`config.mk`:
```
export PLATFORM = sky130hd
export DESIGN_NAME = led_code_sequencer
export DESIGN_NICKNAME = d
export VERILOG_FILES = /design/src/rtl/led_pkg.sv /design/src/rtl/led_tick_gen.sv /design/src/rtl/led_code_sequencer.sv
export SDC_FILE = /design/constraint.sdc
export NUM_CORES = 1
export LEC_CHECK = 0
export CAP_MARGIN = 20
export CORE_UTILIZATION = 35
export CTS_CLUSTER_DIAMETER = 80
export CTS_CLUSTER_SIZE = 8
export DETAILED_ROUTE_END_ITERATION = 12
export HOLD_SLACK_MARGIN = 0.12
export PLACE_DENSITY = 0.6
export SYNTH_ARGS = -nofsm -noshare
export SYNTH_HDL_FRONTEND = slang
export SYNTH_HIERARCHICAL = 1
export SYNTH_SLANG_ARGS = --single-unit
```
`constraint.sdc`:
```
create_clock -name CLK -period 8.83 [get_ports CLK]
set_input_delay 1.3245 -clock CLK [delete_from_list [all_inputs] [get_ports CLK]]
set_output_delay 1.3245 -clock CLK [all_outputs]
set_load 0.05 [all_outputs]
```
`src/rtl/led_pkg.sv`:
```
// Shared constants for the LED code sequencer family: FSM state encoding,
// default timing and a small helper for sizing the phase timer.
package led_pkg;

    localparam logic [1:0] ST_HB  = 2'd0;
    localparam logic [1:0] ST_ON  = 2'd1;
    localparam logic [1:0] ST_OFF = 2'd2;
    localparam logic [1:0] ST_GAP = 2'd3;

    // Defaults give 100 ms ticks at 12 MHz.
    localparam int DEF_TICK_DIV      = 1200000;
    localparam int DEF_ON_TICKS      = 2;
    localparam int DEF_OFF_TICKS     = 3;
    localparam int DEF_GAP_TICKS     = 10;
    localparam int DEF_HB_HALF_TICKS = 5;
    localparam int DEF_CODE_W        = 4;

    function automatic int max4(input int a, input int b, input int c, input int d);
        int m;
        m = a;
        if (b > m) m = b;
        if (c > m) m = c;
        if (d > m) m = d;
        return m;
    endfunction

endpackage

```
`src/rtl/led_tick_gen.sv`:
```
// Timing tick generator: divider counts 0..TICK_DIV-1 and emits a one-cycle
// TICK on the last count. CLR restarts the count so a new phase starts aligned.
module led_tick_gen #(
    parameter int TICK_DIV = led_pkg::DEF_TICK_DIV
) (
    input  logic CLK,
    input  logic RESETN,
    input  logic CLR,
    output logic TICK
);

    localparam int DIV_W = (TICK_DIV > 1) ? $clog2(TICK_DIV) : 1;
    localparam logic [DIV_W-1:0] DIV_LAST = DIV_W'(TICK_DIV - 1);

    logic [DIV_W-1:0] div_q;
    logic [DIV_W-1:0] div_d;

    assign TICK = (div_q == DIV_LAST);

    // Next divider value: wrap on the last count, restart on CLR.
    always_comb begin
        // NOTE: assign a default first so every path drives div_d and no latch is inferred.
        div_d = div_q + 1'b1;
        if (CLR || TICK) div_d = '0;
    end

    // Divider register with synchronous active-low reset.
    always_ff @(posedge CLK) begin
        // NOTE: sequential state uses non-blocking assignments so all flops update together.
        if (!RESETN) div_q <= '0;
        else         div_q <= div_d;
    end

endmodule

```
`src/rtl/led_code_sequencer.sv`:
```
// LED owner: heartbeat blink by default, plays an N-pulse blink code on request,
// then a low gap, then back to heartbeat. FORCE_ON overrides only the LED flop.
module led_code_sequencer
    import led_pkg::*;
#(
    parameter int TICK_DIV      = DEF_TICK_DIV,
    parameter int ON_TICKS      = DEF_ON_TICKS,
    parameter int OFF_TICKS     = DEF_OFF_TICKS,
    parameter int GAP_TICKS     = DEF_GAP_TICKS,
    parameter int HB_HALF_TICKS = DEF_HB_HALF_TICKS,
    parameter int CODE_W        = DEF_CODE_W
) (
    input  logic              CLK,
    input  logic              RESETN,
    input  logic              REQ_VALID,
    output logic              REQ_READY,
    input  logic [CODE_W-1:0] REQ_CODE,
    input  logic              FORCE_ON,
    output logic              BUSY,
    output logic              LED
);

    localparam int T_MAX = max4(ON_TICKS, OFF_TICKS, GAP_TICKS, HB_HALF_TICKS);
    localparam int TMR_W = (T_MAX > 1) ? $clog2(T_MAX + 1) : 1;

    // Last timer value of each phase; the phase ends on the tick that sees it.
    localparam logic [TMR_W-1:0] LAST_HB  = TMR_W'(HB_HALF_TICKS - 1);
    localparam logic [TMR_W-1:0] LAST_ON  = TMR_W'(ON_TICKS - 1);
    localparam logic [TMR_W-1:0] LAST_OFF = TMR_W'(OFF_TICKS - 1);
    localparam logic [TMR_W-1:0] LAST_GAP = TMR_W'(GAP_TICKS - 1);

    logic [1:0]        state_q, state_d;
    logic [TMR_W-1:0]  tmr_q,   tmr_d;
    logic [CODE_W-1:0] rem_q,   rem_d;
    logic              hb_q,    hb_d;
    logic              led_q,   led_d;

    logic              tick;
    logic              div_clr;
    logic              accept_nz;
    logic              phase_done;
    logic [TMR_W-1:0]  phase_last;

    led_tick_gen #(.TICK_DIV(TICK_DIV)) u_tick (
        .CLK    (CLK),
        .RESETN (RESETN),
        .CLR    (div_clr),
        .TICK   (tick)
    );

    assign REQ_READY = (state_q == ST_HB) && RESETN;
    assign BUSY      = (state_q != ST_HB);
    assign LED       = led_q;

    // A zero code completes the handshake but leaves every bit of state alone.
    assign accept_nz = REQ_VALID && REQ_READY && (REQ_CODE != '0);

    // Select the terminal timer count for the current phase.
    always_comb begin
        phase_last = LAST_HB;
        case (state_q)
            ST_ON:   phase_last = LAST_ON;
            ST_OFF:  phase_last = LAST_OFF;
            ST_GAP:  phase_last = LAST_GAP;
            default: phase_last = LAST_HB;
        endcase
    end

    assign phase_done = tick && (tmr_q == phase_last);

    // Sequencing FSM, phase timer, pulse counter and heartbeat level.
    always_comb begin
        state_d = state_q;
        tmr_d   = tick ? tmr_q + 1'b1 : tmr_q;
        rem_d   = rem_q;
        hb_d    = hb_q;
        div_clr = 1'b0;
        case (state_q)
            ST_HB: begin
                if (accept_nz) begin
                    // New code wins over a coincident heartbeat tick.
                    state_d = ST_ON;
                    tmr_d   = '0;
                    rem_d   = REQ_CODE;
                    hb_d    = 1'b0;
                    div_clr = 1'b1;
                end else if (phase_done) begin
                    hb_d  = ~hb_q;
                    tmr_d = '0;
                end
            end
            ST_ON: begin
                if (phase_done) begin
                    state_d = ST_OFF;
                    tmr_d   = '0;
                    rem_d   = rem_q - 1'b1;
                end
            end
            ST_OFF: begin
                if (phase_done) begin
                    state_d = (rem_q == '0) ? ST_GAP : ST_ON;
                    tmr_d   = '0;
                end
            end
            default: begin
                if (phase_done) begin
                    // Heartbeat restarts low with a freshly aligned divider.
                    state_d = ST_HB;
                    tmr_d   = '0;
                    hb_d    = 1'b0;
                    div_clr = 1'b1;
                end
            end
        endcase
        // LED follows the level of the state being entered, so it is registered
        // yet shows the new phase on the first cycle of that phase.
        led_d = FORCE_ON || (state_d == ST_ON) || ((state_d == ST_HB) && hb_d);
    end

    // Controller state registers with synchronous active-low reset.
    always_ff @(posedge CLK) begin
        if (!RESETN) begin
            state_q <= ST_HB;
            tmr_q   <= '0;
            rem_q   <= '0;
            hb_q    <= 1'b0;
            led_q   <= 1'b0;
        end else begin
            state_q <= state_d;
            tmr_q   <= tmr_d;
            rem_q   <= rem_d;
            hb_q    <= hb_d;
            led_q   <= led_d;
        end
    end

endmodule

```
; ---- Word level (Yosys, flattened, before mapping)
; Cells that the tools add are included.
[totals]
wordCells = 57
n_memories = 0
out_inout_bits = 3
in_bits = 8
romBits = 0
ram_bits = 0
latch_bits = 0
regBits = 33
[op_classes]
n_reduce_logical = 17
mux = 21
div_mod_pow = 0
shifts = 0
bitwise_logic = 2
mul = 0
n_eq_ne = 8
n_lt_le_gt_ge = 0
n_addsub = 3
[ops]
columns = op, count
row1 = $mux W4, 6
row2 = $add A21 B1 Y21 const B, 1
row3 = $eq A21 B21 Y1 const B, 1
row4 = $pmux W4 S3, 1
row5 = $mux W2, 5
row6 = $pmux W4 S2, 1
row7 = $pmux W2 S3, 1
row8 = $logic_and A1 B1 Y1, 5
row9 = $mux W1, 5
row10 = $add A4 B1 Y4 const B, 1
row11 = $eq A2 B1 Y1 const B, 2
row12 = $eq A2 B2 Y1 const B, 2
row13 = $eq A4 B4 Y1, 1
row14 = $logic_not A2 Y1, 2
row15 = $logic_not A4 Y1, 1
row16 = $ne A2 B2 Y1 const B, 2
row17 = $pmux W1 S2, 2
row18 = $reduce_bool A2 Y1, 2
row19 = $reduce_bool A4 Y1, 1
row20 = $reduce_or A2 Y1, 2
row21 = $sub A4 B1 Y4 const B, 1
row22 = $logic_or A1 B1 Y1, 3
row23 = $reduce_and A3 Y1, 1
row24 = $not A1 Y1, 2

; ---- Depth between registers and ports, before layout
[logic_depth]
word_depth = 9
depth_mapped = 12
mapped_depth_nobuf = 12

; ---- Hierarchy
; Netlist, hierarchy kept.
[modules_own_cells]
columns = mod, cells_per_inst, area_each_um2, seq_area_each_um2, n_inst
row1 = led_tick_gen, 111, 974.7, 420.4, 1
row2 = led_code_sequencer, 101, 884.6, 240.2, 1

; ---- Worst setup path after synthesis
; OpenSTA, ideal clock, no wires.
[synth_path]
path_kind = input -> output
start = input port RESETN
end = output port REQ_READY
path_stages = 3
arrival_ps = 2184
t_required_ps = 7506
path_slack_ps = 5321
n_path_buf = 1
path_cell_list = buf_4 > inv_1 > nor2_1
[synth_via]
elab_chain_cells = 1
[synth_lines]
columns = item, line_no
row1 = "start, declared", led_code_sequencer.sv:14  ; input logic RESETN,
row2 = $logic_and A1 B1 Y1, led_code_sequencer.sv:51  ; assign REQ_READY = (state_q == ST_HB) && RESETN;
row3 = "end, declared", led_code_sequencer.sv:16  ; output logic REQ_READY,
; Every way passes these cells.

; ---- Worst setup path in the final report
; Same ends and word-level chain as after synthesis.

==> out/metrics.csv <==
stage,metric,value,unit
synth,Synth top area share,35.5,%
floorplan,FP Rows,26,
sta,clk_skew,8.09,ps
synth,Yosys reg bits,33,
finish,post-route design area,2120,um^2
setup_path,slowest cell on the critical path,clkdlybuf4s50_1,
clocking,Sink Count,33,
pwr,Peak VDD IR,0.0000820,V
global_routing,first-pass GRT wire length,6.13,mm
drt,routed wire length,3.62,mm
setup_path,Worst Path Arrival,3130,ps
setup_path,Crit path max-delay family,buffers and inverters,
hold_path,Tightest Hold Check Type,reg -> reg,
synth,Synth cell types,47,
placed_design,post-place setup slack,4350,ps
flow_run,MaxCap Viol Count,0,
setup_path,crit-path max cell delay,800,ps
synth,Synth Flop Type,dfxtp_1,
floorplan,chip height,74.9,um
setup_path,crit-path most repeated cell,clkdlybuf4s50_1,
hold_path,Hold Path Origin,u_tick/div_q[0]$_SDFF_PP0_,
global_routing,largest net degree at the start of global routing,21,
drt,Pre-Repair DR Iteration Count,4,
placed_design,post-place instance area,2020,um^2
run_status,status,finished clean,
sta,Fmax achieved,225,MHz
clocking,Post-CTS Resized,0,
setup_path,CP required,7510,ps
clocking,Root Driver,clkbuf_8,
placed_design,half-perimeter wire length after placement,2.62,mm
finish,area grow syn2layout,13.9,%
drt,Avg WL per Cell,12.3,um
setup_path,type of the worst setup path,in -> out,
setup_path,worst r2r src,u_tick/div_q[0]$_SDFF_PP0_,
global_routing,number of global-route vias before repair,1436,
synth,leading post-synthesis cells by cell area,"dfxtp_1 36%, ha_1 6.7%, xnor2_1 6.1%",
clocking,cts hold-fix bufs,0,
finish,share of cells above drive strength 1,11.6,%
synth,dominant cell type by area after synthesis,dfxtp_1,
setup_path,sequence of cells on the critical path,"clkdlybuf4s50_1, inv_1, nor2_1, clkdlybuf4s50_1",
clocking,clock latency on the worst-skew pair,300,ps
placed_design,Final Wtd Congestion,0.776,
placed_design,IO Port Bufs,10,
sta,RSZ-0062 raised after global routing,false,
synth,Mapped Cells,212,
sta,final period utilization,50.4,%
floorplan,die area,5610,um^2
synth,sequential element share of the synthesized area,35.5,%
finish,number of nets in the layout,241,
synth,warnings from Yosys,6,
finish,antenna cell count,0,
sta,Slew Limit Headroom,52.3,%
clocking,Num CTS Buffers,5,
floorplan,Ports,11,
setup_path,"critical path fanouts, max",11,
clocking,CTS tree,yes,
drt,drt drc,0,
finish,Multi-input gate area,1120,um^2
sta,slew of the pin with the lowest slew margin,710,ps
synth,number of synthesized flops with an enable pin,0,
placed_design,placed insts,286,
drt,via count,1515,
pwr,Static Leak,0.000742,uW
clocking,clk slew on worst S/H paths,70,ps
synth,Syn Std Cell Area,1860,um^2
sta,setup ws final,4380,ps
finish,register area,661,um^2
synth,Syn Nets,230,
sta,Setup-failing EPs final,0,
drt,antenna-violating nets left,0,
global_routing,Total GRT Usage,14.5,%
sta,post-layout min period,4450,ps
floorplan,Core Region,5110,um^2
synth,syn_area_per_cell,8.77,um^2
global_routing,gr ovfl total,0,
setup_path,CP endpoint kind,primary output,
synth,fraction of registers with async set/reset,0,%
clocking,Max H-tree Level,2,
setup_path,crit path launch type,input pin,
drt,DR vias/cell,5.15,
clocking,Clock Path Buffers,2,
drt,starting DRC count in detailed routing,31,
setup_path,crit path buf inv count,3,
pwr,PD cells,155,nW/um^2
floorplan,Starting Density,36.4,%
finish,final non-filler cell total,294,
floorplan,die width,74.9,um
clocking,Post-CTS Setup Inserts,0,
finish,filler cell count,551,
global_routing,antenna violations before repair,0,
sta,Hold Fails Final Rpt,0,
sta,setup TNS,0,ps
sta,Final Max Slew Viols,0,
setup_path,Critical Path Source,RESETN,
-- layout by cell type, fill, tap and decap left out, types with 4 or more instances in the layout --
master | synthesis | routed
xor2_1 | 7 | 7
o21ai_0 | 6 | 6
clkdlybuf4s50_1 | 0 | 10
nand4_1 | 6 | 6
nor2_1 | 23 | 23
inv_1 | 12 | 12
or2_2 | 4 | 4
ha_1 | 10 | 10
nand3_1 | 11 | 11
a21oi_1 | 9 | 9
nor4_1 | 6 | 6
or4_1 | 4 | 4
dfxtp_1 | 33 | 33
xnor2_1 | 13 | 13
and2_1 | 4 | 4
o31ai_1 | 7 | 7
nand2_1 | 11 | 11
nor3_1 | 4 | 4
clkbuf_8 | 0 | 7
-- metrics by stage --
step / hold slack [ps] / util, % / power, uW
floorplan: 426 / - / 191
global placement: 442 / 39.5 / 202
detailed placement: 474 / 39.5 / 203
CTS: 488 / 41.5 / 333
global route: 505 / 41.5 / 344
finish: 479 / 41.5 / 328
-- cell usage after synthesis (all sizes together), types with 2 or more instances --
library cell	n
nand3	12
or2	4
ha	10
xnor2	14
o31ai	7
nor2	23
xor2	7
or4	5
o21ai	6
and3	2
clkbuf	4
nor3	4
inv	12
dfxtp	33
nand2	11
a21oi	9
nor3b	2
nand4	8
mux2i	3
nor4	6
and2	5
buf	3
or3	5
o311ai	2
-- registers in the layout, indices dropped and copies added (netlist names) --
name / count
LED: 1
hb_q: 1
rem_q: 4
state_q: 2
tmr_q: 4
u_tick/div_q: 21
-- cells by family after synthesis --
family,after synthesis,share of synthesized area (%)
DFF,33,35.5
muxes,4,2.22
and+or+nand+nor,90,27.2
AOI/OAI and AO/OA,35,13.2
adders and majority gates,10,6.73
buffers and inverters,19,4.84
xor gates and xnor gates,21,10.3
-- final cells by class --
class	count	share of cell area, %
clock buffers	7	4.55
clock inverters	1	0.236
inverters	12	2.13
multi-input cells	160	52.7
flip-flops and latches	33	31.2
well taps	70	4.13
repair buffers	11	5.08
-- routing by layer --
layer | wire length [um] | up-vias | GRT usage [%]
met1 | 1710 | 714 | 15.7
li1 | - | 778 | -
met3 | 109 | 7 | 4.02
met5 | 0 | - | 0
met4 | 64 | 0 | 6.92
met2 | 1740 | 16 | 26.1
-- where the power goes --
group / switching [uW] / total (uW) / internal, uW
registers: 4.11 / 157 / 153
logic: 23.5 / 42.4 / 18.9
clock network: 58.3 / 129 / 70.5
-- worst reg2reg max path: cells and delay by family, from the launching register on --
kind	cells	cell delay, ps
adder cells (fa/ha/maj)	2	440
AND/OR/NAND/NOR	7	2180
flip-flops	1	380
AO/OA/AOI/OAI	3	480
-- worst paths after layout --
kind	end	slack, ps	cells past startpoint
min reg2reg	u_tick/div_q[0]$_SDFF_PP0_	480	1
max	REQ_READY	4380	4
max reg2reg	LED$_SDFF_PN0_	5240	12
min	u_tick/div_q[0]$_SDFF_PP0_	480	1
(Power assumes the default switching activity.)
